File: src/rtl/display_pkg.sv
// Shared types for the seven-segment display scan path.
package display_pkg;

    localparam int unsigned DIGITS = 4;

    typedef logic [3:0]              digit_t;
    typedef logic [1:0]              sel_t;
    typedef digit_t [DIGITS-1:0]     frame_t;

endpackage

File: src/rtl/tick_divider.sv
// Free-running prescaler: counts 0..DIV-1 and flags the last count of each slot.
module tick_divider #(
    parameter int unsigned DIV = 100_000,
    localparam int unsigned CW = $clog2(DIV)
) (
    input  logic          clk,
    input  logic          reset,
    output logic [CW-1:0] cnt,
    output logic          tick
);

    assign tick = (cnt == CW'(DIV - 1));

    // Prescaler counter, wraps to zero on the tick edge.
    always_ff @(posedge clk or posedge reset) begin
        if (reset) begin
            cnt <= '0;
        end else if (tick) begin
            cnt <= '0;
        end else begin
            cnt <= cnt + CW'(1);
        end
    end

endmodule

File: src/rtl/display_scan_controller.sv
// Four-digit seven-segment scan controller with a tear-free shadow buffer.
// Optional feature: define LEADING_ZERO_BLANK_EN to suppress leading zero digits.
module display_scan_controller
    import display_pkg::*;
#(
    parameter int unsigned DIV   = 100_000,
    parameter int unsigned BLANK = 4
) (
    input  logic        clk,
    input  logic        reset,
    input  logic        load_valid,
    input  logic [15:0] load_data,
    output logic        load_ready,
    output sel_t        sel,
    output digit_t      digit,
    output logic        blank,
    output logic        frame_done
);

    localparam int unsigned CW = $clog2(DIV);

    logic [CW-1:0] cnt;
    logic          tick;
    logic          boundary;
    logic          accept;
    logic          suppress;
    frame_t        active;
    frame_t        pending;
    logic          pending_full;

    tick_divider #(
        .DIV (DIV)
    ) u_tick_divider (
        .clk   (clk),
        .reset (reset),
        .cnt   (cnt),
        .tick  (tick)
    );

    assign boundary   = tick && (sel == sel_t'(DIGITS - 1));
    assign load_ready = !pending_full;
    assign accept     = load_valid && load_ready;
    assign digit      = active[sel];
    assign blank      = (cnt < CW'(BLANK)) || suppress;

`ifdef LEADING_ZERO_BLANK_EN
    // Blank slot sel when it and every more-significant nibble are zero; slot 0 always shows.
    always_comb begin
        suppress = (sel != '0);
        for (int k = 0; k < DIGITS; k++) begin
            if (k >= int'(sel) && active[k] != '0) begin
                suppress = 1'b0;
            end
        end
    end
`else
    assign suppress = 1'b0;
`endif

    // Digit index advances once per slot.
    always_ff @(posedge clk or posedge reset) begin
        if (reset) begin
            sel <= '0;
        end else if (tick) begin
            sel <= sel + sel_t'(1);
        end
    end

    // Shadow buffer: accept into pending, promote to active only at a frame boundary.
    // Accept and promote are exclusive since accept needs pending_full low.
    always_ff @(posedge clk or posedge reset) begin
        if (reset) begin
            active       <= '0;
            pending      <= '0;
            pending_full <= 1'b0;
        end else begin
            if (accept) begin
                pending <= load_data;
            end
            if (boundary && pending_full) begin
                active <= pending;
            end
            pending_full <= accept || (pending_full && !boundary);
        end
    end

    // Registered frame pulse, aligned with sel==0, cnt==0.
    always_ff @(posedge clk or posedge reset) begin
        if (reset) begin
            frame_done <= 1'b0;
        end else begin
            frame_done <= boundary;
        end
    end

endmodule

File: config.mk
export PLATFORM = sky130hd
export DESIGN_NAME = display_scan_controller
export DESIGN_NICKNAME = d
export VERILOG_FILES = /design/src/rtl/display_pkg.sv /design/src/rtl/tick_divider.sv /design/src/rtl/display_scan_controller.sv
export SDC_FILE = /design/constraint.sdc
export NUM_CORES = 1
export LEC_CHECK = 0
export ABC_CLOCK_PERIOD_IN_PS = 6400
export CAP_MARGIN = 0
export CORE_MARGIN = 5
export CORE_UTILIZATION = 50
export DETAILED_ROUTE_END_ITERATION = 6
export GPL_TIMING_DRIVEN = 0
export PLACE_DENSITY = 0.75
export SYNTH_ARGS = -nofsm -noshare
export SYNTH_HDL_FRONTEND = slang
export SYNTH_SLANG_ARGS = --single-unit
File: constraint.sdc
create_clock -name clk -period 6.4 [get_ports clk]
set_clock_uncertainty 0.15 [all_clocks]
set_input_delay 1.28 -clock clk [delete_from_list [all_inputs] [get_ports clk]]
set_output_delay 1.28 -clock clk [all_outputs]
set_load 0.02 [all_outputs]
==> out/results.tsv <==
stage	metric	value	unit
placed_design	hpwl	2.98	mm
sta	relSlewSlack	61.7	%
yosys	synth_top_area_cell	dfrtp_1	
clocking	clk_path_buf_depth	2	
sta	slew_violations	0	
job	maxCapViolCount	0	
worst_hold_path	holdPathStages	1	
power	power.total	578	uW
critical_path	required	4.97	ns
sta	timing.final.crit_period	3.61	ns
sta	max_slew.worst_pin.slew	0.575	ns
global_route	track_usage	14.3	%
die	initial_utilization	52.4	%
worst_hold_path	min_to	u_tick_divider.cnt[13]	
clocking	htree_levels	2	
cells_and_area	layout.nets	228	
cells_and_area	fillCellCount	340	
power	power_frac_comb	5.4	%
critical_path	crit_family	buffers and inverters	
detailed_routing	postRouteAntennaNets	0	
yosys	synth_top_area_share	57.0	%
detailed_routing	drt-initial-drc-count	78	
clocking	clkTransAtPathRegs	0.10	ns
global_route	antenna_found_initial	0	
critical_path	critPathMaxStageDelay	0.57	ns
clocking	post_cts_resized	0	
cells_and_area	drive_gt1_share	25.0	%
placed_design	place.gp.congestion	0.864	
cells_and_area	fin_util	62.5	%
power	leakage	0.00123	uW
worst_hold_path	hp-start	u_tick_divider.cnt[13]	
yosys	async_flop_share	100	%
global_route	grt_max_degree	43	
critical_path	crit_type	reg2out	
worst_hold_path	hp-class	reg2reg	
power	peakVddDrop	0.000136	V
critical_path	crit_chain	clkbuf_1 -> mux4_2 -> clkdlybuf4s50_1	
detailed_routing	vias	1415	
sta	fmax	277	MHz
die	core	4440	sq um
critical_path	cp_slowest_cell	mux4_2	
clocking	cts_sinks	53	
yosys	synth_seq_cells	53	
sta	setup_viol	0	
power	p_per_area	208	nW/um^2
yosys	ys_top_cells_by_count	dfrtp_1, mux2_2, nor2_1	
cells_and_area	area_delta_synth_final	19.3	%
clocking	cts_buffers	5	
yosys	yosysSeqAreaShare	57.0	%
yosys	synthCells	172	
power	p_switching	130	uW
detailed_routing	drt-pass1-iter-count	4	
clocking	clk_latency	0.31	ns
yosys	synth.avg_cell_area	13.5	sq um
placed_design	port_buffers	27	
sta	hold_viol	0	
critical_path	cp_max_fo	5	
die	rows	24	
clocking	cts_hold_buf	0	
global_route	gr-total-overflow	0	
clocking	cts.root.buffer_cell	clkbuf_8	
power	intPower	448	uW
sta	tns	0	ns
yosys	synth_cell_types	25	
cells_and_area	stdcell_area	2780	sq um
die	die-area	6120	sq um
detailed_routing	wl_per_cell	15.4	microns
yosys	ys.flop_type	dfrtp_1	
die	die_x	78.2	microns
yosys	synth_warnings	0	
yosys	synth.most_common_cell	dfrtp_1	
critical_path	rrSetupSlack	3.87	ns
outcome	status	complete, no violations	
sta	grt_setup_unrepaired	no	
yosys	syn-cell-area	2330	sq um
clocking	cts_tree	yes	
critical_path	r2r-end	active[3]	
placed_design	dpl_cell_area	2680	sq um
detailed_routing	routed_via_density	5.44	
global_route	grt_pass1_wl	6.93	mm
critical_path	cp-start-kind	register	
clocking	postCtsSetupBuffers	0	
yosys	synth-edff-count	0	
detailed_routing	drt_wl_total	4.01	mm
critical_path	r2r-start	u_tick_divider.cnt[0]	
yosys	synth_area_leaders	dfrtp_1, mux2_2, mux2_4	
critical_path	worstSetupEndpointType	output port	
power	p_sw_share	22.5	%
power	seqPwrFrac	61.3	%
die	io_pins	28	
critical_path	crit_buf_inv	2	
cells_and_area	antenna_cells	0	
critical_path	r2r_cells	7	
critical_path	critical_path_arrival	2.18	ns
yosys	syn-num-nets	193	
global_route	grt_pass1_vias	1485	
power	clock_power_share	33.3	%
sta	period_share	56.5	%
critical_path	setup.worst_path.start	sel[0]	
die	die_y	78.2	microns
detailed_routing	drcViolationCount	0	
==> power groups by stage <==
stage | combinational [uW] | clock [uW] | sequential [uW]
floorplan | 16.6 | 0 | 359
global placement | 29.2 | 0 | 360
finish | 31.3 | 192 | 354
CTS | 32.5 | 198 | 354
detailed placement | 32.3 | 0 | 361
global route | 35.5 | 212 | 356
==> placed cells by master, fill, tap and decap left out <==
master / n
nand3_2: 1
nor2_1: 13
nand4_1: 3
nand2_1: 8
or4_4: 1
nor4_1: 9
buf_6: 1
clkbuf_8: 5
clkbuf_1: 3
nand3_1: 9
mux2_4: 9
xor2_1: 6
dfrtp_1: 53
inv_1: 4
clkinvlp_4: 1
or3_1: 1
clkdlybuf4s50_1: 27
o21a_1: 1
or2_2: 1
inv_6: 2
nor3_1: 3
mux2_2: 24
mux4_2: 4
buf_1: 1
buf_12: 2
inv_2: 1
and4_1: 1
nor2b_1: 2
xnor2_1: 10
ha_1: 2
==> metrics by stage <==
| step | hold slack [ns] | setup slack, ns | cells |
|---|---|---|---|
| 3_3_place_gp | 0.332 | 2.85 | 251 |
| 6_report | 0.355 | 2.79 | 260 |
| 2_1_floorplan | 0.318 | 3.59 | 172 |
| 5_1_grt | 0.369 | 2.62 | 260 |
| 3_5_place_dp | 0.341 | 2.97 | 252 |
| 4_1_cts | 0.361 | 2.73 | 260 |
==> flip-flops by register name, summed over array words and instances, names as in the netlist <==
name and flops:
u_tick_divider.cnt 17, active 16, pending 16, sel 2
frame_done 1, pending_full 1
==> routing by layer <==
metal	GRT usage, %	wire length [microns]	vias to the layer above
met2	22.8	1940	34
met5	0	0	-
met1	18.5	1770	699
met3	3.78	235	7
met4	6.29	70	0
li1	-	-	675
==> cells by family after synthesis <==
logic type / synth area share, %
AO/OA/AOI/OAI: 0.323
AND/OR/NAND/NOR: 11.6
adder cells (fa/ha/maj): 1.07
XOR/XNOR: 6.02
multiplexers: 21.3
flip-flops: 57.0
buffers and inverters: 2.79
==> worst max-delay path by stage <==
stage | end | slack, ns | depth (start not counted)
floorplan | digit[0] | 3.59 | 2
global placement | pending[13] | 2.85 | 2
detailed placement | pending[6] | 2.97 | 5
CTS | digit[0] | 2.73 | 3
global route | digit[0] | 2.62 | 3
finish | digit[0] | 2.79 | 3
==> cell type report <==
cell class | count | area, sq um | area share, %
sequential | 53 | 1330 | 47.7
timing repair buffer | 28 | 290 | 10.5
clock inverter | 3 | 25.0 | 0.901
multi-input combinational | 108 | 937 | 33.7
buffer | 6 | 46.3 | 1.67
inverter | 5 | 18.8 | 0.676
tap | 52 | 65.1 | 2.34
clock buffer | 5 | 68.8 | 2.48
Power figures use the tool's default switching activity.
